## config.mk

```make
export PLATFORM = sky130hd
export DESIGN_NAME = dll_lock_sequencer
export DESIGN_NICKNAME = d
export VERILOG_FILES = /design/src/rtl/dll_lock_sequencer.sv
export SDC_FILE = /design/constraint.sdc
export NUM_CORES = 1
export LEC_CHECK = 0
export ABC_AREA = 0
export CORE_MARGIN = 8
export CORE_UTILIZATION = 50
export CTS_BUF_LIST = sky130_fd_sc_hd__clkbuf_16
export CTS_CLUSTER_SIZE = 8
export DETAILED_ROUTE_END_ITERATION = 6
export GPL_ROUTABILITY_DRIVEN = 0
export HOLD_SLACK_MARGIN = 0.1
export PLACE_DENSITY = 0.77
export SLEW_MARGIN = 5
export SYNTH_ARGS = -nofsm -noshare
export SYNTH_HDL_FRONTEND = slang
export SYNTH_SLANG_ARGS = --single-unit
export TNS_END_PERCENT = 10
```

## constraint.sdc

```tcl
create_clock -name CLK_exit -period 3.9 [get_ports CLK_exit]
set_input_delay 0.78 -clock CLK_exit [delete_from_list [all_inputs] [get_ports CLK_exit]]
set_output_delay 0.78 -clock CLK_exit [all_outputs]
set_load 0.005 [all_outputs]
```

## src/rtl/dll_lock_sequencer.sv

```systemverilog
//
// dll_lock_sequencer
// ------------------
// Acquisition/tracking controller for the DLL phase-tracking datapath
// (PTC, clock divider, HLD, PD, SAR, decoder).
//
// Sequence:
//   IDLE -> CONFIG (latch Sel/M/N, hold SAR clear while the line settles)
//        -> SEARCH (time the SAR binary search in sample_ticks)
//        -> VERIFY (count PD COMP dithering)
//        -> LOCKED (watch for a run of equal COMP samples = loss of lock)
//   Failed verifies retry through CONFIG. After MAX_RETRY failures the
//   block parks in FAIL until start drops. A config change while active
//   forces reacquisition.
//
// Ports:
//   CLK_exit      reference clock, rising edge
//   rst           asynchronous active-high reset
//   start         level enable; low returns to IDLE
//   cfg_Sel/M/N   requested multiply configuration
//   COMP          PD comparator (synchronous to CLK_exit)
//   sample_tick   one-cycle strobe: COMP valid / SAR stepped
//   Sel_o/M_o/N_o registered configuration to the PTC
//   sar_clear     holds SAR/decoder in reset
//   pd_enable     PD enable
//   lock          high in LOCKED
//   lock_lost     one-cycle pulse on loss of lock
//   fail          high in FAIL
//   state         FSM state (IDLE=0 CONFIG=1 SEARCH=2 VERIFY=3 LOCKED=4 FAIL=5)
//   relock_count  saturating count of lock losses
//
// Handshake note: there is no valid/ready pair here. sample_tick is a
// qualifier strobe with no back-pressure; COMP is only consumed in a cycle
// where sample_tick is high and the FSM is in SEARCH, VERIFY or LOCKED.
`timescale 1ns/1ps
module dll_lock_sequencer #(
  parameter int SETTLE_CYC = 16,
  parameter int SAR_BITS   = 10,
  parameter int VERIFY_N   = 8,
  parameter int MIN_TOGGLE = 3,
  parameter int LOSS_RUN   = 6,
  parameter int MAX_RETRY  = 3
) (
  input  logic       CLK_exit,
  input  logic       rst,
  input  logic       start,
  input  logic [1:0] cfg_Sel,
  input  logic [1:0] cfg_M,
  input  logic [2:0] cfg_N,
  input  logic       COMP,
  input  logic       sample_tick,
  output logic [1:0] Sel_o,
  output logic [1:0] M_o,
  output logic [2:0] N_o,
  output logic       sar_clear,
  output logic       pd_enable,
  output logic       lock,
  output logic       lock_lost,
  output logic       fail,
  output logic [2:0] state,
  output logic [7:0] relock_count
);

  localparam int MAX_A   = (SETTLE_CYC > SAR_BITS) ? SETTLE_CYC : SAR_BITS;
  localparam int MAX_B   = (VERIFY_N > LOSS_RUN) ? VERIFY_N : LOSS_RUN;
  localparam int CNT_MAX = (MAX_A > MAX_B) ? MAX_A : MAX_B;
  localparam int CNT_W   = $clog2(CNT_MAX + 1);
  localparam int TOG_W   = $clog2(VERIFY_N + 1);
  localparam int RTY_W   = $clog2(MAX_RETRY + 1);

  typedef enum logic [2:0] {
    S_IDLE   = 3'd0,
    S_CONFIG = 3'd1,
    S_SEARCH = 3'd2,
    S_VERIFY = 3'd3,
    S_LOCKED = 3'd4,
    S_FAIL   = 3'd5
  } state_t;

  state_t           state_q, state_d;
  // cnt_q is shared: settle cycles (CONFIG), ticks (SEARCH/VERIFY),
  // equal-COMP run length (LOCKED). Cleared on every state change.
  logic [CNT_W-1:0] cnt_q, cnt_d;
  logic [TOG_W-1:0] tog_q, tog_d;
  logic [RTY_W-1:0] retry_q, retry_d;
  logic             prev_q, prev_d;
  logic [7:0]       relock_q, relock_d;
  logic             lost_q, lost_d;
  logic [1:0]       sel_q, m_q;
  logic [2:0]       n_q;

  logic             cfg_change;
  logic             active;
  logic             cfg_load;
  logic [TOG_W-1:0] tog_next;
  logic [CNT_W-1:0] run_next;
  logic [RTY_W-1:0] retry_inc;

  // State and datapath registers
  always_ff @(posedge CLK_exit or posedge rst) begin
    if (rst) begin
      state_q  <= S_IDLE;
      cnt_q    <= '0;
      tog_q    <= '0;
      retry_q  <= '0;
      prev_q   <= 1'b0;
      relock_q <= 8'd0;
      lost_q   <= 1'b0;
      sel_q    <= 2'd0;
      m_q      <= 2'd0;
      n_q      <= 3'd0;
    end else begin
      state_q  <= state_d;
      cnt_q    <= cnt_d;
      tog_q    <= tog_d;
      retry_q  <= retry_d;
      prev_q   <= prev_d;
      relock_q <= relock_d;
      lost_q   <= lost_d;
      if (cfg_load) begin
        sel_q <= cfg_Sel;
        m_q   <= cfg_M;
        n_q   <= cfg_N;
      end
    end
  end

  // Next-state logic. Priority: start low > config change > tick/counter.
  always_comb begin
    state_d   = state_q;
    cnt_d     = cnt_q;
    tog_d     = tog_q;
    retry_d   = retry_q;
    prev_d    = prev_q;
    relock_d  = relock_q;
    lost_d    = 1'b0;
    tog_next  = tog_q;
    run_next  = cnt_q;
    retry_inc = retry_q + RTY_W'(1);

    cfg_change = (cfg_Sel != sel_q) || (cfg_M != m_q) || (cfg_N != n_q);
    active     = (state_q == S_SEARCH) || (state_q == S_VERIFY) ||
                 (state_q == S_LOCKED);

    if (!start) begin
      state_d = S_IDLE;
      retry_d = '0;
    end else if (active && cfg_change) begin
      state_d = S_CONFIG;
      retry_d = '0;
    end else begin
      case (state_q)
        S_IDLE: state_d = S_CONFIG;

        S_CONFIG: begin
          if (cnt_q == CNT_W'(SETTLE_CYC - 1)) state_d = S_SEARCH;
          else                                 cnt_d   = cnt_q + CNT_W'(1);
        end

        S_SEARCH: begin
          if (sample_tick) begin
            if (cnt_q == CNT_W'(SAR_BITS - 1)) state_d = S_VERIFY;
            else                               cnt_d   = cnt_q + CNT_W'(1);
          end
        end

        S_VERIFY: begin
          if (sample_tick) begin
            prev_d = COMP;
            // First verify tick only seeds the COMP reference.
            if ((cnt_q != '0) && (COMP != prev_q)) tog_next = tog_q + TOG_W'(1);
            if (cnt_q == CNT_W'(VERIFY_N - 1)) begin
              if (tog_next >= TOG_W'(MIN_TOGGLE)) begin
                state_d = S_LOCKED;
                retry_d = '0;
              end else begin
                retry_d = retry_inc;
                state_d = (retry_inc == RTY_W'(MAX_RETRY)) ? S_FAIL : S_CONFIG;
              end
            end else begin
              cnt_d = cnt_q + CNT_W'(1);
              tog_d = tog_next;
            end
          end
        end

        S_LOCKED: begin
          if (sample_tick) begin
            prev_d = COMP;
            // Run length of equal COMP samples; the first locked tick starts a run.
            if ((cnt_q == '0) || (COMP != prev_q)) run_next = CNT_W'(1);
            else                                   run_next = cnt_q + CNT_W'(1);
            if (run_next == CNT_W'(LOSS_RUN)) begin
              state_d  = S_CONFIG;
              lost_d   = 1'b1;
              relock_d = (relock_q == 8'hFF) ? relock_q : relock_q + 8'd1;
            end else begin
              cnt_d = run_next;
            end
          end
        end

        S_FAIL:  state_d = S_FAIL;
        default: state_d = S_IDLE;
      endcase
    end

    if (state_d != state_q) begin
      cnt_d = '0;
      tog_d = '0;
    end

    cfg_load = (state_d == S_CONFIG) && (state_q != S_CONFIG);
  end

  // Output decode from registered state
  always_comb begin
    sar_clear    = 1'b1;
    pd_enable    = 1'b0;
    lock         = 1'b0;
    fail         = 1'b0;
    case (state_q)
      S_SEARCH, S_VERIFY: begin
        sar_clear = 1'b0;
        pd_enable = 1'b1;
      end
      S_LOCKED: begin
        sar_clear = 1'b0;
        pd_enable = 1'b1;
        lock      = 1'b1;
      end
      S_FAIL:  fail = 1'b1;
      default: ;
    endcase
    state        = state_q;
    lock_lost    = lost_q;
    relock_count = relock_q;
    Sel_o        = sel_q;
    M_o          = m_q;
    N_o          = n_q;
  end

endmodule

```

-- Word level (Yosys, flattened, before mapping)
Cells that the tools add are included.
- $add $sub $neg: 4
- multipliers: 0
- divide/modulo/power cells: 0
- magnitude comparators: 1
- equal/unequal tests: 30
- shift-type cells: 0
- mux-type cells: 54
- bitwise operators: 2
- reduce and logical (&&, ||, !) cells: 22
- operators by type and width (operator ; count):
    2-to-1 mux 5 bit ; 15
    2-to-1 mux 4 bit ; 11
    2-to-1 mux 3 bit ; 11
    case mux 5 bit (4 select lines) ; 1
    != test 3 x 2 -> 1 bit (second input constant) ; 6
    case mux 3 bit (6 select lines) ; 1
    2-to-1 mux 2 bit ; 6
    != test 3 x 1 -> 1 bit (second input constant) ; 4
    == test 5 x 3 -> 1 bit (second input constant) ; 2
    == test 5 x 4 -> 1 bit (second input constant) ; 2
    AND reduction 10 bit ; 1
    nonzero test 5 bit ; 2
    2-to-1 mux 1 bit ; 9
    adder 8 x 1 -> 8 bit (second input constant) ; 1
    == test 8 bit (second input constant) ; 1
    == test 3 x 1 -> 1 bit (second input constant) ; 2
    == test 3 x 2 -> 1 bit (second input constant) ; 2
    == test 3 bit (second input constant) ; 2
    != test 3 bit ; 2
    AND reduction 6 bit ; 1
    nonzero test 2 bit ; 3
    adder 5 x 1 -> 5 bit (second input constant) ; 1
    logical NOT 5 bit ; 1
    logical OR 1 bit ; 5
    other kinds (16) ; 21
- bits in registers: 31
- latch bits: 0
- bits in writable memories: 0
- memory bits (read-only): 0
- input port bits: 12
- output and inout bits: 23
- word-level logic and storage cells: 123
- memories kept: 0

-- Longest topological paths before layout
Gate-level depths: netlist (run 1).
- depth in word-level cells: 17
- gate-level depth with buffers: 10
- depth with buffers taken out: 10

-- Worst setup path after synthesis (run 1)
No wires, ideal clock.
- kind: register to register
- from: register cnt_q[0]
- to: register m_q[0], in the netlist M_o[0]
- library setup time: 0.125 ns
- arrival: 3.086 ns
- slack: 0.689 ns
- cell stages (with the launch flop): 11
- period minus slack after synthesis: 3.211 ns
- path through: dfrtp_1 > ha_1 > and3_1 > ha_1 > nand3_1 > or4_4 > o31ai_1 > a211oi_1 > a21oi_4 > nor4b_4 > mux2_2
- word-level cells in the longest chain between the ends: 16
- elaborated cells on any way between the ends: 33
- ends and longest elaborated chain (item ; RTL line ; RTL):
    from (decl) ; 83 ; logic [CNT_W-1:0] cnt_q, cnt_d;
    from (signal assigned) ; 114 ; cnt_q <= cnt_d;
    nonzero test 5 bit ; 171 ; if ((cnt_q != '0) && (COMP != prev_q)) tog_next = tog_q + TOG_W'(1);
    logical AND 1 bit ; 171 ;
    2-to-1 mux 4 bit ; 171 ;
    2-to-1 mux 4 bit ; 168 ; if (sample_tick) begin
    2-to-1 mux 4 bit ; 152 ; case (state_q)
    2-to-1 mux 4 bit ; 148 ; end else if (active && cfg_change) begin
    2-to-1 mux 4 bit ; 145 ; if (!start) begin
    >= comparator 4 x 2 -> 1 bit ; 173 ; if (tog_next >= TOG_W'(MIN_TOGGLE)) begin
    2-to-1 mux 3 bit ; 173 ;
    2-to-1 mux 3 bit ; 172 ; if (cnt_q == CNT_W'(VERIFY_N - 1)) begin
    2-to-1 mux 3 bit ; 168 ;
    case mux 3 bit (6 select lines) (*) ; 152 ;
    2-to-1 mux 3 bit (*) ; 148 ;
    2-to-1 mux 3 bit (*) ; 145 ;
    via state_d[0] ; 80 ; state_t state_q, state_d;
    == test 3 x 1 -> 1 bit (*) ; 213 ; cfg_load = (state_d == S_CONFIG) && (state_q != S_CONFIG);
    logical AND 1 bit (*) ; 213 ;
    to (signal assigned) ; 122 ; m_q <= cfg_M;
    to (decl) ; 89 ; logic [1:0] sel_q, m_q;
The timed path passes the listed nets; every way through them passes the cells marked *. The select of a mux whose other input is x is not followed.
A chain may end at the register's enable or synchronous reset.

-- Final worst setup path (run 1)
- from: input port COMP
- to: register m_q[1], in the netlist M_o[1]
- word-level cells in the longest chain between the ends: 16
- elaborated cells on any way between the ends: 25
- ends and longest elaborated chain (item ; RTL line ; RTL):
    from (decl) ; 50 ; input logic COMP,
    != test 1 bit (*) ; 171, 191 ;
    logical AND 1 bit ; 171 ;
    2-to-1 mux 4 bit ; 171 ;
    2-to-1 mux 4 bit ; 168 ;
    2-to-1 mux 4 bit ; 152 ;
    2-to-1 mux 4 bit ; 148 ;
    2-to-1 mux 4 bit ; 145 ;
    >= comparator 4 x 2 -> 1 bit ; 173 ;
    2-to-1 mux 3 bit ; 173 ;
    2-to-1 mux 3 bit ; 172 ;
    2-to-1 mux 3 bit ; 168 ;
    case mux 3 bit (6 select lines) (*) ; 152 ;
    2-to-1 mux 3 bit (*) ; 148 ;
    2-to-1 mux 3 bit (*) ; 145 ;
    via state_d[0] ; 80 ;
    == test 3 x 1 -> 1 bit (*) ; 213 ;
    logical AND 1 bit (*) ; 213 ;
Marked as above.

==> summary.txt, run 1 <==
Die
  – Die H: 78.00 µm
  – Die area: roughly 0.006 mm²
  – Core area: 0.003689 mm²
  – Die Width: ~80 µm
  – FP Rows: 22
  – Total I/O pin count: 35
  – Initial core utilization: 0.5210

Timing
  – Fin crit share: 0.8712
  – Skew final: 0.008383 ns
  – Slew @ Worst Pin: 0.5200 ns
  – Fin. Hold Viols: 0
  – Fmax achieved: 294.3 MHz
  – Fin crit period: 3.398 ns
  – Setup_tns: 0 ns
  – Final setup fails: 0
  – Max transition margin: 0.6512
  – Max Slew Vio Count: 0
  – RSZ-0062 raised after global routing: false

Synth
  – Synth warnings: 0
  – Synth Area per Inst: 9.958 µm²
  – Post-synthesis cell count: 193
  – Number of synthesized flops with an enable pin: 0
  – Library cell with the largest summed area after synthesis: dfrtp_1
  – Count of state elements after synthesis: 31
  – Ys flop type: dfrtp_1
  – Syn Std Cell Area: 0.001922 mm²
  – Unique masters post-synth: 46
  – Top post-synthesis cells by area: dfrtp_1 (40%), xnor2_1 (6.4%), mux2_2 (5.3%), ha_1 (4.6%), xor2_1 (4.6%)
  – Register area share after synthesis: 0.4036
  – Synth top area share: 0.4036
  – Synth async-reset ratio: 1.000
  – Syn nets: 212

Clock tree
  – TritonCTS Buffers: 5
  – Reg clk slew, reported paths: 0.06 ns
  – # hold bufs at CTS: 0
  – CTS sink count: 31
  – Post-CTS Setup Inserts: 0
  – Post-CTS Resized: 0
  – Clock tree buffer depth: 2
  – CTS tree: built
  – H-tree Lvls: 2
  – Clock latency on the worst-skew pair: 0.28 ns
  – Root Buffer Master: clkbuf_16

Setup path
  – Worst Path Max Fanout: 7
  – Worst EP arrival: roughly 3.6 ns
  – Crit-path max cell delay: 0.58 ns
  – R2R depth: 11
  – Slowest cell on crit path: or4_4
  – Flop2flop setup slack: 0.51 ns
  – FF-to-FF Start: cnt_q[0]$_DFFE_PP0P_
  – Critical Path End Type: flip-flop
  – CP startpoint kind: primary input
  – Worst-path cell chain: clkdlybuf4s50_1, xor2_1, or4_4, o31ai_1, a211oi_1, a21oi_4, nor4b_4, buf_4, mux2_2
  – CP Data Required Time: slightly above 4 ns
  – Critical path class: primary input to flip-flop
  – FF-to-FF End: M_o[1]$_DFFE_PP0P_

Detailed routing
  – Final ANT Viol Nets: 0
  – DR WL/cell: 16.50 µm
  – Vias: 1,628
  – Via/cell ratio: 5.732
  – Drt first pass iters: 4
  – Routed WL: 4685 µm
  – DRT iter0 DRCs: around 160
  – Drt drc: 0

Final layout
  – Layout cells sized above 1: 0.1441
  – Nets@finish: 254
  – Antenna fix cells: 0
  – Most frequent cells in the layout: clkdlybuf4s50_1 (34), dfrtp_1 (31), nor3_1 (15)
  – Commonest non-fill, non-tap cell in the layout: clkdlybuf4s50_1
  – P&R area growth vs syn: 31.45%
  – Final Non-Filler Cells: 284

Global routing
  – Largest net degree at the start of global routing: 32
  – First-pass GRT wire length: 8059 µm
  – Global Route Usage Sum: 0.1659
  – Grt ovf: 0
  – Initial antenna violation count: 0
  – Vias in the first global route: 1,647

Run
  – Maxcap violations: 0

Min path
  – Hold Path Origin: relock_count[7]$_DFFE_PP0P_
  – HP Class: flip-flop to flip-flop
  – Hold Crit Depth: 1
  – WHS Endpoint: relock_count[7]$_DFFE_PP0P_

Power
  – Pleak: roughly 0.0011 µW
  – Pwr Density: approximately 380 mW/mm²
  – VDD IR-drop max: 0.2987 mV

Placed design
  – IO Port Bufs: 34
  – Inst Count DP: 276
  – Dpl hpwl: 3351 µm

Outcome
  – Status: completed
registers in the layout, summed over array words and instances, names as in the netlist:
signal        flops
retry_q           2
N_o               3
lock_lost         1
tog_q             4
prev_q            1
state             3
M_o               2
Sel_o             2
relock_count      8
cnt_q             5
per-stage QoR:
| stage | instance area (µm²) | total power, µW | worst slack, ns | utilization | hold slack (ns) |
|---|---|---|---|---|---|
| floorplan | 1922 | 413.4 | 0.6892 | - | 0.4842 |
| global placement | 2337 | 465.4 | 0.2716 | 0.6337 | 0.4942 |
| detailed placement | 2337 | 467.3 | 0.2300 | 0.6337 | 0.4871 |
| CTS | 2526 | 973.4 | 0.5059 | 0.6849 | 0.5047 |
| global route | 2526 | 998.1 | 0.3298 | 0.6849 | 0.5236 |
| finish | 2526 | 966.6 | 0.5025 | 0.6849 | 0.5040 |
where the power goes:
group / switching [µW] / internal [µW] / total, µW
clock network: 142 / 363 / 505
logic: 47.9 / 62.6 / 111
registers: 14.9 / 336 / 351
total: 204 / 762 / 967
cell usage after synthesis (6+ instances only):
cell	n
mux2_2	9
nand2_1	12
inv_1	11
ha_1	7
a21oi_1	6
xnor2_1	14
nor2_1	14
xor2_1	10
nand3_1	9
nor3_1	15
dfrtp_1	31
kinds of logic after synthesis:
family          count (synthesis)  synth area share
simple gates                   76            0.2279
flops                          31            0.4036
compound gates                 28            0.1165
xor+xnor                       24            0.1094
buf+inv                        17           0.03906
mux                            10           0.05794
fa+ha+maj                       7           0.04557
critical path, delay by kind of cell:
| kind | cells | cell delay, ns |
|---|---|---|
| compound gates | 3 | 0.80 |
| simple gates | 2 | 0.78 |
| buf+inv | 2 | 0.65 |
| mux | 1 | 0.34 |
| xor+xnor | 1 | 0.20 |
metal layers:
metal	wire length [µm]	track usage	vias up
met5	0	0	-
li1	-	-	783
met4	64	0.05926	0
met2	2145	0.2548	60
met3	329	0.05760	7
met1	2146	0.2111	778
area by class of cell:
type / instances / area (µm²)
fill: 302 / 1162
multi-input combinational: 145 / 1071
sequential: 31 / 775.7
timing repair buffer: 40 / 385.4
clock buffer: 5 / 125.1
clock inverter: 3 / 63.81
tap: 48 / 60.06
inverter: 12 / 45.04
worst max-delay path by stage:
stage                               from                 end  slack, ns  depth (start not counted)
CTS                                 COMP  N_o[2]$_DFFE_PP0P_       0.51                          9
floorplan           cnt_q[0]$_DFFE_PP0P_  M_o[0]$_DFFE_PP0P_       0.69                         10
detailed placement                  COMP  M_o[1]$_DFFE_PP0P_       0.23                          9
global placement                    COMP  N_o[1]$_DFFE_PP0P_       0.27                          9
global route        cnt_q[0]$_DFFE_PP0P_  M_o[1]$_DFFE_PP0P_       0.33                         11
finish                              COMP  M_o[1]$_DFFE_PP0P_       0.50                          9
Note: power is estimated with default switching activity, not from simulation.
==> inputs of run 2 (changes only) <==
--- a/config.mk
+++ b/config.mk
@@ -13,8 +13,7 @@
 export DETAILED_ROUTE_END_ITERATION = 6
 export GPL_ROUTABILITY_DRIVEN = 0
 export HOLD_SLACK_MARGIN = 0.1
-export PLACE_DENSITY = 0.77
-export SLEW_MARGIN = 5
+export PLACE_DENSITY = 0.78
 export SYNTH_ARGS = -nofsm -noshare
 export SYNTH_HDL_FRONTEND = slang
 export SYNTH_SLANG_ARGS = --single-unit
==> summary.txt, run 2 (same netlist as run 1, synthesis figures left out) <==
Outcome
  – Status: completed

Global routing
  – Vias in the first global route: 1,722 (+4.6%)
  – Largest net degree at the start of global routing: 32 (unchanged)
  – First-pass GRT wire length: 7921 µm (-1.7%)
  – Initial antenna violation count: 0 (unchanged)
  – Grt ovf: 0 (unchanged)
  – Global Route Usage Sum: 0.1574 (-0.008595)

Setup path
  – CP startpoint kind: primary input
  – Worst EP arrival: 3.72 ns (+0.16 ns)
  – Critical path class: primary input to flip-flop
  – Critical Path End Type: flip-flop
  – CP Data Required Time: 4.05 ns (about the same)
  – Worst Path Max Fanout: 7 (unchanged)

Clock tree
  – Clock latency on the worst-skew pair: 0.27 ns (about the same)
  – Root Buffer Master: clkbuf_16
  – Post-CTS Resized: 0 (unchanged)
  – Reg clk slew, reported paths: 0.05 ns (about the same)
  – TritonCTS Buffers: 5 (unchanged)
  – H-tree Lvls: 2 (unchanged)
  – # hold bufs at CTS: 0 (unchanged)
  – Clock tree buffer depth: 2 (unchanged)
  – CTS tree: built
  – CTS sink count: 31 (unchanged)
  – Post-CTS Setup Inserts: 0 (unchanged)

Power
  – Pleak: 0.001058 µW (-2.2%)
  – VDD IR-drop max: 0.2088 mV (-30%)
  – Total power: 893.8 µW (-7.5%)
  – Pwr Density: 359.5 mW/mm² (-6.0%)

Timing
  – Worst hold margin: 0.5022 ns (-0.001756 ns)
  – Setup_tns: 0 ns (unchanged)
  – Fin. Hold Viols: 0 (unchanged)
  – Fin crit period: 3.561 ns (+0.1637 ns)
  – Slew @ Worst Pin: 0.5783 ns (+0.05830 ns)
  – Skew final: 0.004035 ns (-0.004348 ns)
  – Fin crit share: 0.9131 (+0.04197)
  – Max Slew Vio Count: 0 (unchanged)
  – Max transition margin: 0.6121 (-0.03910)
  – Fmax achieved: 280.8 MHz (-4.6%)
  – Final setup fails: 0 (unchanged)
  – RSZ-0062 raised after global routing: false

Detailed routing
  – DRT iter0 DRCs: 190 (+16%)
  – Vias: 1,618 (-0.61%)
  – Drt first pass iters: 4 (unchanged)
  – DR WL/cell: 16.22 µm (-1.7%)
  – Via/cell ratio: 5.738 (about the same)
  – Final ANT Viol Nets: 0 (unchanged)
  – Drt drc: 0 (unchanged)
  – Routed WL: 4573 µm (-2.4%)

Final layout
  – Nets@finish: 252 (-0.79%)
  – Commonest non-fill, non-tap cell in the layout: clkdlybuf4s50_1
  – Antenna fix cells: 0 (unchanged)
  – Filler cells: 300 (-0.66%)
  – P&R area growth vs syn: 29.36%
  – Layout cells sized above 1: 0.1368 (-0.007316)
  – Most frequent cells in the layout: clkdlybuf4s50_1 (34), dfrtp_1 (31), nor3_1 (15)
  – Max reg flops: 8 (unchanged)

Die
  – Die H: 78.00 µm (unchanged)
  – FP Rows: 22 (unchanged)
  – Die area: 0.006083 mm² (unchanged)
  – Total I/O pin count: 35 (unchanged)
  – Core area: 0.003689 mm² (unchanged)
  – Initial core utilization: 0.5210 (unchanged)
  – Die Width: 78.00 µm (unchanged)

Placed design
  – IO Port Bufs: 34 (unchanged)
  – Dpl hpwl: 3414 µm (+1.9%)

Min path
  – HP Class: flip-flop to flip-flop

Run
  – Maxcap violations: 0 (unchanged)
==> run 2: critical path, stage by stage <==
cell and delay (ns):
clkdlybuf4s50_1 0.48, xor2_1 0.21, or4_4 0.58, o31ai_1 0.38
a211oi_1 0.22, a21oi_4 0.20, nor4b_4 0.46, mux2_2 0.40
==> run 2: worst paths after layout <==
| path | startpoint | endpoint | slack [ns] | depth (start not counted) |
|---|---|---|---|---|
| max | COMP | M_o[0]$_DFFE_PP0P_ | 0.34 | 8 |
| min | relock_count[4]$_DFFE_PP0P_ | relock_count[4]$_DFFE_PP0P_ | 0.50 | 1 |
| max reg2reg | cnt_q[0]$_DFFE_PP0P_ | M_o[0]$_DFFE_PP0P_ | 0.35 | 10 |
| min reg2reg | relock_count[4]$_DFFE_PP0P_ | relock_count[4]$_DFFE_PP0P_ | 0.50 | 1 |
| max in group asynchronous | rst | cnt_q[2]$_DFFE_PP0P_ | 2.72 | 3 |
| min in group asynchronous | rst | N_o[0]$_DFFE_PP0P_ | 0.89 | 3 |
==> run 2: per-layer routing <==
metal  share of wire  track usage  wire length [µm]  vias up
li1                -            -                 -      777
met1            0.45       0.1932              2080      774
met2            0.47       0.2607              2171       63
met3           0.063      0.04724               286        4
met4          0.0074      0.04444                34        0
met5               0            0                 0        -
==> run 2: cell type report <==
class / instances / area [µm²] / share of cell area
multi-input combinational: 145 / 1071 / 0.4308
sequential: 31 / 775.7 / 0.3120
timing repair buffer: 38 / 370.4 / 0.1490
clock buffer: 5 / 125.1 / 0.05033
tap: 48 / 60.06 / 0.02416
inverter: 12 / 45.04 / 0.01812
clock inverter: 3 / 38.79 / 0.01560
==> run 2: metrics by stage <==
| step | utilization | setup WS (ns) | cell area [µm²] | std cells |
|---|---|---|---|---|
| floorplan | - | 0.6892 | 1922 | 193 |
| global placement | 0.6296 | 0.1676 | 2322 | 274 |
| detailed placement | 0.6296 | 0.07916 | 2322 | 274 |
| CTS | 0.6740 | 0.3598 | 2486 | 282 |
| global route | 0.6740 | 0.1526 | 2486 | 282 |
| finish | 0.6740 | 0.3388 | 2486 | 282 |
==> run 2: report_power, final <==
part / internal [µW] / total [µW] / leakage (µW) / switching, µW
Combinational: 61.4 / 109 / 0.000573 / 47.7
Clock: 297 / 433 / 0.0000812 / 136
Sequential: 336 / 351 / 0.000403 / 15.3
==> inputs of run 3 (changes only) <==
--- a/config.mk
+++ b/config.mk
@@ -6,7 +6,6 @@
 export NUM_CORES = 1
 export LEC_CHECK = 0
 export ABC_AREA = 0
-export CORE_MARGIN = 8
 export CORE_UTILIZATION = 50
 export CTS_BUF_LIST = sky130_fd_sc_hd__clkbuf_16
 export CTS_CLUSTER_SIZE = 8
==> summary.txt, run 3 (same netlist as run 1, synthesis figures left out) <==
Power
  – Power Internal: 626.5 µW (-9.8%)
  – Pleak: 0.001049 µW (-0.85%)
  – Power share of the clock group: 0.433 (-0.052)
  – Pwr Density: 330.8 mW/mm² (-8.0%)
  – VDD IR-drop max: 0.3168 mV (+52%)
  – Gate power share: 0.135 (+0.013)
  – Sw Share: 0.2312 (+0.008536)
  – Sw Pwr: 188.4 µW (-5.3%)
  – Reg power frac: 0.431 (+0.038)

Global routing
  – First-pass GRT wire length: 7424 µm (-6.3%)
  – Initial antenna violation count: 0 (unchanged)
  – Vias in the first global route: 1,665 (-3.3%)
  – Largest net degree at the start of global routing: 32 (unchanged)
  – Global Route Usage Sum: 0.2354 (+0.07806)
  – Grt ovf: 0 (unchanged)

Final layout
  – Most frequent cells in the layout: clkdlybuf4s50_1 (34), dfrtp_1 (31), nor3_1 (15)
  – Commonest non-fill, non-tap cell in the layout: clkdlybuf4s50_1
  – Layout cells sized above 1: 0.1368 (unchanged)
  – Multi-input logic area: 0.001071 mm² (unchanged)
  – Antenna fix cells: 0 (unchanged)
  – Core Util, Final: 0.6729 (-0.001084)
  – Register area: 775.7 µm² (unchanged)
  – Filler cells: 296 (-1.3%)
  – P&R area growth vs syn: 28.19%
  – Max reg flops: 8 (unchanged)
  – Nets@finish: 253 (+0.40%)

Min path
  – WHS Endpoint: relock_count[7]$_DFFE_PP0P_
  – HP Class: flip-flop to flip-flop
  – Hold Path Origin: relock_count[7]$_DFFE_PP0P_
  – Hold Crit Depth: 1 (unchanged)

Die
  – Total I/O pin count: 35 (unchanged)
  – FP Rows: 22 (unchanged)
  – Initial core utilization: 0.5249 (+0.003918)
  – Die Width: 64.00 µm (-18%)
  – Core area: 0.003661 mm² (-0.75%)
  – Die H: 64.00 µm (-18%)
  – Die area: 0.004095 mm² (-33%)

Timing
  – Slew @ Worst Pin: 0.5254 ns (-0.05290 ns)
  – Fin. Hold Viols: 0 (unchanged)
  – Max Slew Vio Count: 0 (unchanged)
  – RSZ-0062 raised after global routing: false
  – Worst setup margin: 0.4462 ns (+0.1074 ns)
  – Fin crit period: 3.454 ns (-0.1074 ns)
  – Fin crit share: 0.8856 (-0.02755)
  – Skew final: 0.005326 ns (+0.001291 ns)
  – Fmax achieved: 289.5 MHz (+3.1%)
  – Final setup fails: 0 (unchanged)
  – Max transition margin: 0.6476 (+0.03548)
  – Setup_tns: 0 ns (unchanged)

Setup path
  – Worst Path Max Fanout: 7 (unchanged)
  – CP startpoint kind: flip-flop
  – FF-to-FF Start: cnt_q[0]$_DFFE_PP0P_
  – Critical path class: flip-flop to flip-flop
  – Flop2flop setup slack: 0.45 ns (+0.10 ns)
  – Worst EP arrival: 3.61 ns (-0.11 ns)
  – WP buf/inv: 1 (unchanged)
  – R2R depth: 11 (+1)
  – CP most frequent cell: ha_1
  – Worst-path cell chain: ha_1, and3_1, ha_1, nand3_1, or4_4, o31ai_1, a211oi_1, a21oi_4, nor4b_4, buf_4, mux2_2
  – Slowest cell on crit path: or4_4
  – FF-to-FF End: Sel_o[1]$_DFFE_PP0P_
  – Critical Path End Type: flip-flop
  – CP Data Required Time: 4.05 ns (about the same)
  – CP delay by family, top: simple AND/OR/NAND/NOR gates
  – Crit-path max cell delay: 0.46 ns (-0.12 ns)

Detailed routing
  – DR WL/cell: 15.17 µm (-6.5%)
  – Routed WL: 4278 µm (-6.5%)
  – Final ANT Viol Nets: 0 (unchanged)
  – WL met3: 242 µm (-15%)
  – Vias: 1,618 (unchanged)
  – DRT iter0 DRCs: 94 (-51%)
  – Highest metal used: met4
  – Met2 wire len: 1979 µm (-8.8%)
  – Routed length on met1: 1959 µm (-5.8%)
  – Drt drc: 0 (unchanged)
  – Drt first pass iters: 4 (unchanged)
  – Via/cell ratio: 5.738 (unchanged)

Clock tree
  – Clock tree buffer depth: 2 (unchanged)
  – CTS sink count: 31 (unchanged)
  – TritonCTS Buffers: 5 (unchanged)
  – Reg clk slew, reported paths: 0.05 ns (about the same)
  – # hold bufs at CTS: 0 (unchanged)
  – Post-CTS Setup Inserts: 0 (unchanged)
  – Clock latency on the worst-skew pair: 0.27 ns (about the same)
  – H-tree Lvls: 2 (unchanged)
  – CTS tree: built
  – Root Buffer Master: clkbuf_16
  – Post-CTS Resized: 0 (unchanged)

Placed design
  – DP Worst Slack: 0.1743 ns (+0.09515 ns)
  – IO Port Bufs: 34 (unchanged)
  – Dpl hpwl: 3121 µm (-8.6%)

Run
  – Maxcap violations: 0 (unchanged)

Outcome
  – Status: completed
-- run 3: cell types whose count changed in the layout (fill, tap and decap cells not counted), sizes merged --
| cell | before | now |
|---|---|---|
| buf | 4 | 5 |
| bufinv | 1 | 0 |
-- run 3: cell type report --
class	count	area share
sequential	31	0.3149
timing repair buffer	39	0.1534
tap	48	0.02438
multi-input combinational	145	0.4347
inverter	12	0.01828
clock buffer	5	0.05079
clock inverter	2	0.003555
-- run 3: power by group through the flow --
stage	sequential [µW]	combinational (µW)	clock, µW
after floorplan	354	59.2	0
after global placement	356	108	0
after detailed placement	357	110	0
after CTS	352	111	360
after global routing	354	121	370
final	352	110	353
-- run 3: worst register-to-register path: stages (launching register included) --
cell      delay [ns]
dfrtp_1         0.44
ha_1            0.30
and3_1          0.21
ha_1            0.28
nand3_1         0.08
or4_4           0.46
o31ai_1         0.40
a211oi_1        0.22
a21oi_4         0.20
nor4b_4         0.21
buf_4           0.20
mux2_2          0.34
-- run 3: stage by stage --
stage / total power [µW] / instances / area (µm²) / hold WS [ns]
2_1_floorplan: 413.4 / 193 / 1922 / 0.4842
4_1_cts: 822.4 / 282 / 2464 / 0.5198
3_3_place_gp: 463.6 / 275 / 2330 / 0.4978
6_report: 814.9 / 282 / 2464 / 0.5158
3_5_place_dp: 466.6 / 275 / 2330 / 0.4992
5_1_grt: 845.1 / 282 / 2464 / 0.5267
-- run 3: metal layers --
| metal | GRT usage | vias to the layer above |
|---|---|---|
| met3 | 0.05893 | 13 |
| li1 | - | 778 |
| met2 | 0.3816 | 56 |
| met5 | 0 | - |
| met1 | 0.2949 | 771 |
| met4 | 0.1051 | 0 |
-- run 3: how the worst max path moves through the flow --
stage	slack, ns	to	depth (start not counted)	start
6_report	0.45	Sel_o[1]$_DFFE_PP0P_	11	cnt_q[0]$_DFFE_PP0P_
5_1_grt	0.29	Sel_o[1]$_DFFE_PP0P_	11	cnt_q[0]$_DFFE_PP0P_
4_1_cts	0.44	Sel_o[1]$_DFFE_PP0P_	11	cnt_q[0]$_DFFE_PP0P_
3_5_place_dp	0.17	Sel_o[1]$_DFFE_PP0P_	9	COMP
3_3_place_gp	0.29	M_o[1]$_DFFE_PP0P_	9	COMP
2_1_floorplan	0.69	M_o[0]$_DFFE_PP0P_	10	cnt_q[0]$_DFFE_PP0P_
